===== config.mk =====
export PLATFORM = sky130hd
export DESIGN_NAME = pwm_peripheral
export DESIGN_NICKNAME = d
export VERILOG_FILES = /design/src/rtl/pwm_peripheral.sv
export SDC_FILE = /design/constraint.sdc
export NUM_CORES = 1
export LEC_CHECK = 0
export ABC_AREA = 1
export BUFFER_PORTS_ARGS = -buffer_cell sky130_fd_sc_hd__clkbuf_2
export CORE_MARGIN = 10
export CORE_UTILIZATION = 48
export CTS_CLUSTER_DIAMETER = 80
export DETAILED_ROUTE_END_ITERATION = 8
export GPL_TIMING_DRIVEN = 1
export PLACE_DENSITY_LB_ADDON = 0.1
export RECOVER_POWER = 100
export SKIP_CTS_REPAIR_TIMING = 1
export SYNTH_ARGS = -nofsm -noshare
export SYNTH_HDL_FRONTEND = slang
export SYNTH_SLANG_ARGS = --single-unit

===== constraint.sdc =====
create_clock -name clk -period 1.6 [get_ports clk]
set_clock_uncertainty 0.1 [all_clocks]
set_input_delay 0 -clock clk [delete_from_list [all_inputs] [get_ports clk]]
set_output_delay 0 -clock clk [all_outputs]
set_load 0.005 [all_outputs]

===== src/rtl/pwm_peripheral.sv =====
// 16-channel PWM peripheral: shared prescaler, 8-bit PWM counter and duty shadow,
// with per-channel output-enable and PWM/static-high mode select.
module pwm_peripheral #(
  parameter int unsigned CLK_DIV = 3000
) (
  input  logic       clk,
  input  logic       rst,
  input  logic [7:0] en_reg_out_7_0,
  input  logic [7:0] en_reg_out_15_8,
  input  logic [7:0] en_reg_pwm_7_0,
  input  logic [7:0] en_reg_pwm_15_8,
  input  logic [7:0] pwm_duty_cycle,
  output logic [7:0] out_7_0,
  output logic [7:0] out_15_8,
  output logic       period_start
);

  localparam logic [15:0] PRESC_MAX = 16'(CLK_DIV - 1);

  logic [15:0] presc;
  logic [7:0]  pwm_cnt;
  logic [7:0]  duty_sh;
  logic        tick;
  logic        wrap;
  logic        lvl;
  logic [15:0] en_out;
  logic [15:0] en_pwm;
  logic [15:0] out_nxt;

  assign en_out = {en_reg_out_15_8, en_reg_out_7_0};
  assign en_pwm = {en_reg_pwm_15_8, en_reg_pwm_7_0};

  // Level is decoded from the registered counter/shadow so every channel
  // switches on the same edge with no phase offset between them.
  always_comb begin
    tick    = (presc == PRESC_MAX);
    wrap    = tick && (pwm_cnt == 8'hFF);
    lvl     = (duty_sh == 8'hFF) ? 1'b1 : (pwm_cnt < duty_sh);
    out_nxt = en_out & (~en_pwm | {16{lvl}});
  end

  // NOTE: sequential state uses non-blocking assignments so every register
  // samples the pre-edge values of the others, independent of statement order.
  always_ff @(posedge clk or posedge rst) begin
    if (rst) begin
      presc   <= '0;
      pwm_cnt <= '0;
    end else if (tick) begin
      presc   <= '0;
      pwm_cnt <= pwm_cnt + 8'd1;
    end else begin
      presc   <= presc + 16'd1;
    end
  end

  // Duty is only sampled at the period boundary so mid-period writes
  // never distort the waveform currently being generated.
  always_ff @(posedge clk or posedge rst) begin
    if (rst) begin
      duty_sh      <= '0;
      period_start <= 1'b0;
    end else begin
      period_start <= wrap;
      if (wrap) duty_sh <= pwm_duty_cycle;
    end
  end

  always_ff @(posedge clk or posedge rst) begin
    if (rst) begin
      out_7_0  <= '0;
      out_15_8 <= '0;
    end else begin
      out_7_0  <= out_nxt[7:0];
      out_15_8 <= out_nxt[15:8];
    end
  end

endmodule

Yosys cells after proc, flatten, opt, wreduce, memory -nomap -nowiden. Cells that the tools add are included.

Flip-flop bits (word level): 49. Bits of input ports: 42. Output and inout bits: 17.

$add $sub $neg: 2. $lt $le $gt $ge: 1. Eq/ne operators: 3. Muxes and demuxes: 2. Bitwise gates (word level): 3. Reductions and logical operators: 1.

Operators with widths (count): $add A16 B1 Y16 const B (1); $and A16 B16 Y16 (1); $eq A16 B12 Y1 const B (1); $eq A8 B8 Y1 const B (2); $mux W16 (1); $not A16 Y16 (1); $or A16 B16 Y16 (1); $add A8 B1 Y8 const B (1); $lt A8 B8 Y1 (1); $logic_and A1 B1 Y1 (1); $mux W1 (1).

Logic depth before layout (Yosys ltp). Gate-level depths: netlist (run 1).

Word-level depth: 4. Depth in mapped cells: 12. Gate-level depth less buffers: 11.

Least setup slack after synthesis (run 1). Ideal clock, no wire load.

Kind: register -> register. Start: register pwm_cnt[5]. End: register out_15_8[0]. Setup time: 0.063 ns. Arrival time: 1.497 ns. Data required time: 1.437 ns. Slack: -0.059 ns. Stages on the path, launching flop included: 10. Buffers on the path: 1. Period minus slack after synthesis: 1.659 ns. Cells stage by stage: dfrtp_1 -> ha_1 -> a21oi_1 -> nor2_1 -> nor3_1 -> nand2_1 -> buf_2 -> nand3_1 -> nand2_1 -> inv_1.

Word-level cells in the longest chain between the ends: 4.

RTL lines: start: declaration (RTL line 21) `logic [7:0] pwm_cnt;`; start signal: assignment (RTL line 50) `pwm_cnt <= pwm_cnt + 8'd1;`; $lt A8 B8 Y1 (RTL line 38) `lvl = (duty_sh == 8'hFF) ? 1'b1 : (pwm_cnt < duty_sh);`; $mux W1 (RTL line 38); $or A16 B16 Y16 (RTL line 39) `out_nxt = en_out & (~en_pwm | {16{lvl}});`; $and A16 B16 Y16 (RTL line 39); net out_nxt[8] (RTL line 28) `logic [15:0] out_nxt;`; end signal: assignment (RTL line 74) `out_15_8 <= out_nxt[15:8];`; end: declaration (RTL line 14) `output logic [7:0] out_15_8,`.

The timed path passes the listed nets, and every way through them passes these cells. A chain may end at the register's enable or synchronous reset.

Worst setup path in the final report (run 1).
Start: register duty_sh[5]. End: register out_15_8[5].

Word-level cells in the longest chain between the ends: 4. Elaborated cells between the ends (all ways): 5.

RTL lines: start: declaration (RTL line 22) `logic [7:0] duty_sh;`; start signal: assignment (RTL line 64) `if (wrap) duty_sh <= pwm_duty_cycle;`; $lt A8 B8 Y1 or $eq A8 B8 Y1 (tied branches) (RTL line 38); $mux W1 * (RTL line 38); $or A16 B16 Y16 * (RTL line 39); $and A16 B16 Y16 * (RTL line 39); net out_nxt[13] (RTL line 28).

The timed path passes the listed nets; every way through them passes the cells marked *.

==> reports/metrics.csv, run 1 <==
stage,metric,value,unit
sta,Tmin final,1870,ps
power,Internal,1.69,mW
yosys,Synth area leaders,"dfrtp_1 (50%), nand2_1 (12%), inv_1 (7.9%)",
yosys,"flops & latches, synth",49,
worst_setup_path,worst-path fanout max,8,
outcome,failing checks,negative setup slack,
yosys,cells after synthesis,294,
power,Net Sw Frac,24.6,%
worst_setup_path,largest stage delay on the critical path,410,ps
layout,area of the multi-input gates,0.00119,mm2
route,1st-pass router iterations,5,
grt,first-pass GRT wire length,9540,um
worst_setup_path,Crit path buffers/inverters,3,
route,vias per cell,5.11,
worst_setup_path,worst reg2reg startpoint,duty_sh[5]$_DFFE_PP0P_,
clocking,H-tree level count,2,
grt,Congestion Overflow GR,0,
worst_setup_path,Setup CP Type,flip-flop to flip-flop,
place,Port Buffers,58,
clocking,Clock Sinks,49,
place,Final GP Congestion,0.837,
worst_setup_path,Crit path arrival time,2020,ps
layout,share of layout cells above drive strength 1,31.3,%
route,wire length per cell,16.6,um
job,maxcap violations,0,
yosys,synthesized net count,345,
worst_setup_path,crit start category,flip-flop,
die,DIE WIDTH,91.2,um
worst_setup_path,Critical Path Start,duty_sh[5]$_DFFE_PP0P_,
min_path,hold path depth,4,
sta,worst slew pin tran,1070,ps
yosys,Mapped Area,0.00244,mm2
sta,Hold Slack,343,ps
yosys,Ys Warns,0,
route,Antenna Nets Post-Route,0,
route,Starting DRT DRC Count,154,
layout,fin nets,485,
power,Max IR drop VDD,603,uV
power,clock network power share,33.9,%
yosys,Synth cell types,21,
sta,RSZ-0062 raised after global routing,true,
layout,most frequent cells in the layout,"nand2_1 (69), dfrtp_1 (49), inv_1 (45), dlygate4sd3_1 (41), clkbuf_2 (41)",
sta,Tcrit/Tclk final,117,%
route,Final Routed Wirelength,8400,um
layout,"commonest non-fill, non-tap cell in the layout",nand2_1,
sta,setup slack after layout,-271,ps
power,PwrDens,581,mW/mm2
sta,final setup fails,18,
die,IO Pins,59,
yosys,post-synth top area cell,dfrtp_1,
die,Starting Density,50.6,%
worst_setup_path,CP required,1750,ps
worst_setup_path,crit-path leading delay family,simple AND/OR/NAND/NOR gates,
layout,area grow syn2layout,58.0,%
clocking,cts bufs inserted,5,
clocking,CTS tree,done,
power,P_leak,2.00,nW
worst_setup_path,Worst setup endpoint,out_15_8[5]$_DFF_PP0_,
yosys,syn_area_per_cell,8.29,um2
clocking,Worst-Skew Late Latency,310,ps
yosys,Synth top area share,50.3,%
worst_setup_path,FF-to-FF path depth,10,
grt,initial antenna violation count,3,
worst_setup_path,crit-path cells,"inv_2, ha_4, a21oi_2, nor2_1, nor3_2, nand2_4, clkbuf_16, nand3_1, nand2_1, inv_1",
worst_setup_path,r2r setup slk,-270,ps
worst_setup_path,nature of the critical path endpoint,flip-flop,
place,post-DP HPWL,4250,um
layout,# fillers,316,
power,Logic pwr share,9.5,%
worst_setup_path,Crit path depth,10,
layout,final core occ,79.9,%
layout,Register Area,0.00123,mm2
grt,All-Layer GR Usage,13.6,%
outcome,outcome,finished with violations,
die,Die Area,0.00832,mm2
sta,worst rel slew slack,28.4,%
worst_setup_path,worst r2r dst,out_15_8[5]$_DFF_PP0_,
grt,largest net degree at the start of global routing,50,
sta,Final Hold Viols,0,
power,Net Sw Power,549,uW
sta,Achievable Freq,535,MHz
clocking,Clock Path Buffers,2,
die,Die Span Y,91.2,um
grt,vias in the first global route,2166,
route,DRC,0,
min_path,HP Class,input port to flip-flop,
sta,Final Max Tran Viols,0,
power,Seq pwr share,56.6,%
clocking,"CTS clk-pin slew, worst paths",110,ps
route,DR vias,2585,
die,core area,0.00482,mm2
clocking,clk root buf,clkbuf_8,
worst_setup_path,slowest CP cell,dfrtp_1,
die,FP Rows,25,
yosys,post-synthesis sequential area ratio,50.3,%
worst min-delay path by stage:
stage | startpoint | endpoint | slack, ps
after global routing | en_reg_out_7_0[5] | out_7_0[5]$_DFF_PP0_ | 350
after global placement | rst | presc[12]$_DFF_PP0_ | -50
after CTS | rst | out_15_8[5]$_DFF_PP0_ | -390
final | en_reg_out_7_0[1] | out_7_0[1]$_DFF_PP0_ | 340
after floorplan | en_reg_out_15_8[0] | out_15_8[0]$_DFF_PP0_ | 4
after detailed placement | rst | presc[12]$_DFF_PP0_ | -50
layout make-up:
class,instances,area share (%)
inverter,52,5.20
antenna,4,0.260
multi-input combinational,189,30.8
clock buffer,5,1.79
sequential,49,31.8
tap,67,2.18
timing repair buffer,137,27.3
clock inverter,3,0.585
metal layers:
| metal | GRT usage, % | share of wire, % | vias up | routed length, um |
|---|---|---|---|---|
| met4 | 3.13 | 4.0 | 0 | 336 |
| met3 | 7.74 | 8.7 | 31 | 728 |
| met1 | 15.8 | 39 | 1240 | 3290 |
| met5 | 0 | 0 | - | 0 |
| met2 | 21.5 | 48 | 116 | 4050 |
| li1 | - | - | 1198 | - |
worst reg2reg max path, cell delays in order, from the launching register on:
cell and delay [ps]:
dfrtp_1 410, inv_2 80, ha_4 200, a21oi_2 130, nor2_1 70, nor3_2 250, nand2_4 120, clkbuf_16 180
nand3_1 90, nand2_1 100, inv_1 70
logic make-up (layout without fill, tap and decap cells):
logic type	count (synthesis)	after routing	share of synthesized area [%]
fa+ha+maj	9	9	4.62
buf+inv	56	197	9.19
flops	49	49	50.3
other cells	0	4	0
simple gates	157	157	29.0
xor+xnor	14	14	5.03
compound gates	9	9	1.85
flip-flops by register name, indices dropped and copies added (netlist names):
name and count:
duty_sh 8, out_15_8 8, out_7_0 8, period_start 1, presc 16, pwm_cnt 8
power groups by stage:
| stage | sequential (mW) | clock [mW] | combinational (mW) |
|---|---|---|---|
| after floorplan | 1.29 | 0 | 0.0332 |
| after global placement | 1.29 | 0 | 0.122 |
| after global routing | 1.27 | 0.817 | 0.231 |
| final | 1.27 | 0.757 | 0.213 |
| after CTS | 1.26 | 0.755 | 0.124 |
| after detailed placement | 1.29 | 0 | 0.124 |
cells in the mapped netlist (all sizes together):
| library cell | instances |
|---|---|
| a21oi | 4 |
| buf | 4 |
| dfrtp | 49 |
| ha | 9 |
| inv | 52 |
| nand2 | 82 |
| nand3 | 35 |
| nand4 | 5 |
| nor2 | 23 |
| nor3 | 10 |
| nor4 | 2 |
| o21ai | 5 |
| xnor2 | 1 |
| xor2 | 13 |
per-stage QoR:
stage	TNS, ps	area [um2]	worst slack [ps]	total power [mW]	cells
finish	-3070	3850	-271	2.24	506
global route	-5530	3850	-314	2.31	506
CTS	-2.26	3130	-2.26	2.14	451
detailed placement	0	3040	11.2	1.41	443
global placement	0	3040	25.3	1.41	443
floorplan	-5.25	2440	-0.525	1.32	294
(Power assumes the default switching activity.)
==> run 2: changes to the inputs <==
--- a/config.mk
+++ b/config.mk
@@ -5,10 +5,9 @@
 export SDC_FILE = /design/constraint.sdc
 export NUM_CORES = 1
 export LEC_CHECK = 0
-export ABC_AREA = 1
 export BUFFER_PORTS_ARGS = -buffer_cell sky130_fd_sc_hd__clkbuf_2
 export CORE_MARGIN = 10
-export CORE_UTILIZATION = 48
+export CORE_UTILIZATION = 47
 export CTS_CLUSTER_DIAMETER = 80
 export DETAILED_ROUTE_END_ITERATION = 8
 export GPL_TIMING_DRIVEN = 1
==> reports/metrics.csv, run 2 <==
stage,metric,value,unit
outcome,outcome,finished with violations,
outcome,failing checks,negative setup slack,
yosys,post-synth top area cell,dfrtp_1,
worst_setup_path,Crit path arrival time,2230,ps
route,wire length per cell,21.1,um
power,clock network power share,38.6,%
power,Net Sw Frac,21.6,%
yosys,largest family of logic cells by synthesized area,simple AND/OR/NAND/NOR gates,
route,DR vias,2150,
die,Die Area,0.00774,mm2
sta,Tcrit/Tclk final,134,%
die,Die Span Y,88,um
grt,All-Layer GR Usage,13.0,%
layout,max reg flops,16,
power,Net Sw Power,521,uW
sta,final setup fails,45,
yosys,compound-gate portion of the synthesized area,7.94,%
yosys,cells after synthesis,182,
layout,most frequent cells in the layout,"dfrtp_1 (48), buf_4 (45), clkbuf_2 (42), dlygate4sd3_1 (41), xnor2_1 (17)",
yosys,Synth Area in Simple Gates,14.7,%
worst_setup_path,worst reg2reg startpoint,presc[1]$_DFF_PP0_,
yosys,Mapped Area,0.00217,mm2
layout,area grow syn2layout,73.5,%
worst_setup_path,crit start category,flip-flop,
yosys,mux cell area share after synthesis,4.66,%
yosys,prevailing post-synth register cell,dfrtp_1,
power,P_leak,1.79,nW
grt,initial antenna violation count,0,
yosys,synthesized net count,233,
die,FP Rows,24,
grt,vias in the first global route,1822,
sta,worst rel slew slack,27.2,%
die,DIE WIDTH,88,um
layout,final core occ,85.4,%
worst_setup_path,CP required,1690,ps
clocking,H-tree level count,2,
yosys,adder-cell share of the synthesized area,5.18,%
route,vias per cell,5.42,
route,Final Routed Wirelength,8360,um
sta,setup TNS,-15510,ps
yosys,Synth area leaders,"dfrtp_1 (56%), xnor2_1 (6.9%), a21boi_0 (5.5%)",
min_path,hold path depth,3,
min_path,HP Class,input port to flip-flop,
sta,Final Max Tran Viols,0,
sta,RSZ-0062 raised after global routing,true,
layout,Antenna Cells,0,
yosys,XOR/XNOR share of the synthesized area,8.46,%
yosys,most common cell in the synthesized netlist,dfrtp_1,
clocking,CTS tree,done,
power,Internal,1.90,mW
place,Port Buffers,58,
sta,Tmin final,2140,ps
sta,setup slack after layout,-542,ps
clocking,Worst-Skew Late Latency,310,ps
min_path,Hold Path Sink,out_7_0[2]$_DFF_PP0_,
yosys,post-synthesis sequential area ratio,56.4,%
min_path,hold_sp,en_reg_pwm_7_0[2],
route,1st-pass router iterations,4,
layout,Reg with most FFs,presc,
power,PwrDens,641,mW/mm2
yosys,"EDFF count, synth",0,
clocking,Clock Path Buffers,2,
yosys,Commonest cells post-synth,"dfrtp_1 (49), xnor2_1 (17), a21boi_0 (16)",
route,Starting DRT DRC Count,133,
worst_setup_path,worst r2r dst,duty_sh[4]$_DFFE_PP0P_,
route,Antenna Nets Post-Route,0,
clocking,"CTS clk-pin slew, worst paths",100,ps
power,Max IR drop VDD,647,uV
yosys,syn_area_per_cell,11.9,um2
clocking,Clock Sinks,49,
place,post-DP HPWL,3670,um
layout,share of layout cells above drive strength 1,46.1,%
place,Final GP Congestion,0.812,
yosys,"flops & latches, synth",49,
yosys,fraction of registers with async set/reset,100,%
grt,first-pass GRT wire length,8090,um
yosys,Synth top area share,56.4,%
sta,Achievable Freq,467,MHz
worst_setup_path,FF-to-FF path depth,6,
route,DRC,0,
die,Starting Density,49.2,%
grt,Congestion Overflow GR,0,
job,maxcap violations,0,
clocking,clk root buf,clkbuf_8,
worst_setup_path,worst-path fanout max,8,
power,Seq pwr share,52.4,%
layout,"commonest non-fill, non-tap cell in the layout",dfrtp_1,
grt,largest net degree at the start of global routing,50,
yosys,Ys Warns,0,
clocking,cts bufs inserted,5,
worst_setup_path,nature of the critical path endpoint,flip-flop,
worst_setup_path,Setup CP Type,flip-flop to flip-flop,
sta,worst slew pin tran,1090,ps
power,Logic pwr share,9.0,%
sta,Final Hold Viols,0,
die,core area,0.00441,mm2
layout,fin nets,395,
die,IO Pins,59,
yosys,Synth cell types,31,
worst_setup_path,r2r setup slk,-540,ps
-- run 2: changes by cell type after synthesis, moves of 4 or more --
| cell | before | now |
|---|---|---|
| a21boi_0 | 0 | 16 |
| inv_1 | 51 | 11 |
| mux2_2 | 0 | 9 |
| nand2_1 | 79 | 6 |
| nand3_1 | 35 | 8 |
| nand4_1 | 5 | 11 |
| nor2_1 | 19 | 15 |
| nor3_1 | 10 | 4 |
| o21ai_0 | 5 | 1 |
| xnor2_1 | 1 | 17 |
| xor2_1 | 13 | 4 |
-- run 2: metrics by stage --
stage	worst slack, ps	hold WS, ps	cells	cell area, um2	power (mW)
after floorplan	-617	-10.8	182	2210	1.32
after global placement	-503	-56.1	330	2880	1.41
after detailed placement	-507	-55.2	330	2880	1.41
after CTS	-523	-389	338	3000	2.32
after global routing	-596	303	397	3770	2.48
final	-542	306	397	3770	2.42
-- run 2: layout make-up --
| cell class | instances | area [um2] |
|---|---|---|
| Fill cell | 201 | 644 |
| Inverter | 11 | 41.3 |
| Timing Repair Buffer | 158 | 1190 |
| Sequential cell | 49 | 1230 |
| Clock inverter | 2 | 37.5 |
| Clock buffer | 6 | 82.6 |
| Tap cell | 52 | 65.1 |
| Multi-Input combinational cell | 119 | 1120 |
-- run 2: power groups by stage --
stage / registers [mW] / logic (mW) / clock network, mW
final: 1.27 / 0.218 / 0.932
after floorplan: 1.29 / 0.0341 / 0
after global routing: 1.27 / 0.235 / 0.982
after global placement: 1.29 / 0.121 / 0
after detailed placement: 1.29 / 0.122 / 0
after CTS: 1.26 / 0.122 / 0.935
-- run 2: worst max path at each step --
stage / startpoint / slack [ps] / end
global route: presc[1]$_DFF_PP0_ / -600 / duty_sh[4]$_DFFE_PP0P_
CTS: presc[15]$_DFF_PP0_ / -520 / duty_sh[2]$_DFFE_PP0P_
floorplan: presc[13]$_DFF_PP0_ / -620 / duty_sh[0]$_DFFE_PP0P_
detailed placement: presc[15]$_DFF_PP0_ / -510 / duty_sh[2]$_DFFE_PP0P_
finish: presc[1]$_DFF_PP0_ / -540 / duty_sh[4]$_DFFE_PP0P_
global placement: presc[15]$_DFF_PP0_ / -500 / duty_sh[3]$_DFFE_PP0P_
-- run 2: worst max-delay path: stages, from the launching register on --
cell	delay, ps
dfrtp_1	380
ha_2	190
or3b_4	390
nor4_4	290
nor2b_4	200
buf_8	160
mux2_4	310
-- run 2: logic make-up (layout without fill, tap and decap cells) --
group                      count (synthesis)  in the layout
buffers and inverters                     14            177
xor gates and xnor gates                  21             21
adders and majority gates                  9              9
and+or+nand+nor                           57             57
muxes                                      9              9
AOI/OAI and AO/OA                         23             23
DFF                                       49             49
-- run 2: per-layer routing --
layer / track usage [%] / part of all wire [%] / vias to the layer above
met4: 3.48 / 2.9 / 0
met3: 7.06 / 8.0 / 29
met2: 19.5 / 49 / 100
li1: - / - / 959
met5: 0 / 0 / -
met1: 16.0 / 40 / 1062
==> run 3: changes to the inputs <==
--- a/config.mk
+++ b/config.mk
@@ -11,7 +11,7 @@
 export CTS_CLUSTER_DIAMETER = 80
 export DETAILED_ROUTE_END_ITERATION = 8
 export GPL_TIMING_DRIVEN = 1
-export PLACE_DENSITY_LB_ADDON = 0.1
+export PLACE_DENSITY = 0.76
 export RECOVER_POWER = 100
 export SKIP_CTS_REPAIR_TIMING = 1
 export SYNTH_ARGS = -nofsm -noshare
==> reports/metrics.csv, run 3 (synthesis results as in run 2) <==
stage,metric,value,unit
clocking,CTS tree,done,
clocking,Clock Path Buffers,2,
route,DR vias,2363,
layout,"commonest non-fill, non-tap cell in the layout",dfrtp_1,
die,core area,0.00441,mm2
job,maxcap violations,0,
layout,Antenna Cells,0,
route,Antenna Nets Post-Route,0,
route,Starting DRT DRC Count,285,
clocking,H-tree level count,2,
sta,Tcrit/Tclk final,144,%
layout,final core occ,85.4,%
power,clock network power share,37.0,%
clocking,clk root buf,clkbuf_8,
sta,Final Hold Viols,0,
grt,Congestion Overflow GR,0,
sta,Achievable Freq,435,MHz
outcome,failing checks,negative setup slack,
layout,max reg flops,16,
grt,vias in the first global route,1884,
worst_setup_path,Setup CP Type,flip-flop to flip-flop,
grt,first-pass GRT wire length,8340,um
clocking,Worst-Skew Late Latency,330,ps
layout,Reg with most FFs,presc,
grt,All-Layer GR Usage,13.5,%
worst_setup_path,Crit path arrival time,2440,ps
die,FP Rows,24,
sta,worst slew pin tran,816,ps
die,Die Span Y,88,um
clocking,cts bufs inserted,5,
route,wire length per cell,25.4,um
clocking,Clock Sinks,49,
route,vias per cell,5.98,
power,Internal,1.78,mW
outcome,outcome,finished with violations,
sta,RSZ-0062 raised after global routing,true,
worst_setup_path,r2r setup slk,-700,ps
power,Logic pwr share,9.5,%
sta,final setup fails,44,
die,DIE WIDTH,88,um
place,Port Buffers,58,
place,Final GP Congestion,0.827,
grt,initial antenna violation count,0,
power,P_leak,1.79,nW
layout,share of layout cells above drive strength 1,46.1,%
die,Die Area,0.00774,mm2
layout,area grow syn2layout,73.4,%
route,Final Routed Wirelength,10000,um
worst_setup_path,nature of the critical path endpoint,flip-flop,
route,1st-pass router iterations,5,
route,DRC,0,
sta,worst rel slew slack,45.6,%
worst_setup_path,crit start category,flip-flop,
die,IO Pins,59,
place,dpl ws,-613,ps
power,Seq pwr share,53.5,%
power,Net Sw Frac,24.8,%
clocking,"CTS clk-pin slew, worst paths",110,ps
sta,Final Max Tran Viols,0,
sta,Hold Slack,264,ps
worst_setup_path,CP required,1740,ps
place,post-DP HPWL,3820,um
layout,fin nets,393,
sta,Tmin final,2300,ps
sta,setup slack after layout,-699,ps
grt,largest net degree at the start of global routing,29,
power,Max IR drop VDD,812,uV
die,Starting Density,49.2,%
worst_setup_path,worst-path fanout max,5,
power,PwrDens,628,mW/mm2
layout,most frequent cells in the layout,"dfrtp_1 (49), buf_4 (43), dlygate4sd3_1 (41), clkbuf_2 (40), clkbuf_1 (18)",
power,Net Sw Power,588,uW
layout,# fillers,187,
min_path,HP Class,input port to flip-flop,
run 3: power by group through the flow:
stage | sequential [mW] | clock (mW) | combinational [mW]
after detailed placement | 1.29 | 0 | 0.121
after global placement | 1.29 | 0 | 0.118
after CTS | 1.26 | 0.792 | 0.122
after global routing | 1.27 | 0.900 | 0.240
final | 1.27 | 0.877 | 0.224
after floorplan | 1.29 | 0 | 0.0341
run 3: per-layer routing:
layer	GRT usage (%)	up-vias	routed length, um	part of all wire [%]
li1	-	955	-	-
met1	16.3	1147	3850	38
met2	21.1	204	4540	45
met3	5.20	57	1120	11
met4	5.22	0	516	5.2
met5	0	-	0	0
run 3: final cells by class:
type                            count  area [um2]  share of cell area [%]
Clock buffer                        7        96.3                    2.56
Clock inverter                      1        5.00                   0.133
Inverter                           11        41.3                    1.10
Timing Repair Buffer              156        1180                    31.4
Tap cell                           52        65.1                    1.73
Sequential cell                    49        1230                    32.5
Multi-Input combinational cell    119        1150                    30.5
run 3: path summary, 6_finish.rpt:
path,startpoint,to,cells past startpoint
max in group asynchronous,rst,duty_sh[4]$_DFFE_PP0P_,4
worst min-delay path,en_reg_pwm_7_0[3],out_7_0[3]$_DFF_PP0_,3
min in group asynchronous,rst,out_7_0[6]$_DFF_PP0_,3
worst max register to register,presc[1]$_DFF_PP0_,pwm_cnt[5]$_DFFE_PP0N_,8
worst max-delay path,presc[1]$_DFF_PP0_,pwm_cnt[5]$_DFFE_PP0N_,8
worst min register to register,presc[0]$_DFF_PP0_,presc[0]$_DFF_PP0_,2
run 3: per-stage QoR:
step / TNS [ps] / power, mW / instance area [um2] / instances
6_report: -20990 / 2.37 / 3770 / 395
5_1_grt: -24380 / 2.41 / 3770 / 395
4_1_cts: -18490 / 2.18 / 2990 / 341
3_5_place_dp: -17690 / 1.41 / 2890 / 333
3_3_place_gp: -16360 / 1.41 / 2890 / 333
2_1_floorplan: -12220 / 1.32 / 2210 / 182
run 3: worst max-delay path: stages (launching register included):
cell and delay [ps]:
dfrtp_1 410, ha_2 200, or3b_4 400, nor4_4 320
buf_4 180, buf_6 130, buf_6 120, nand4_1 130
xnor2_1 220
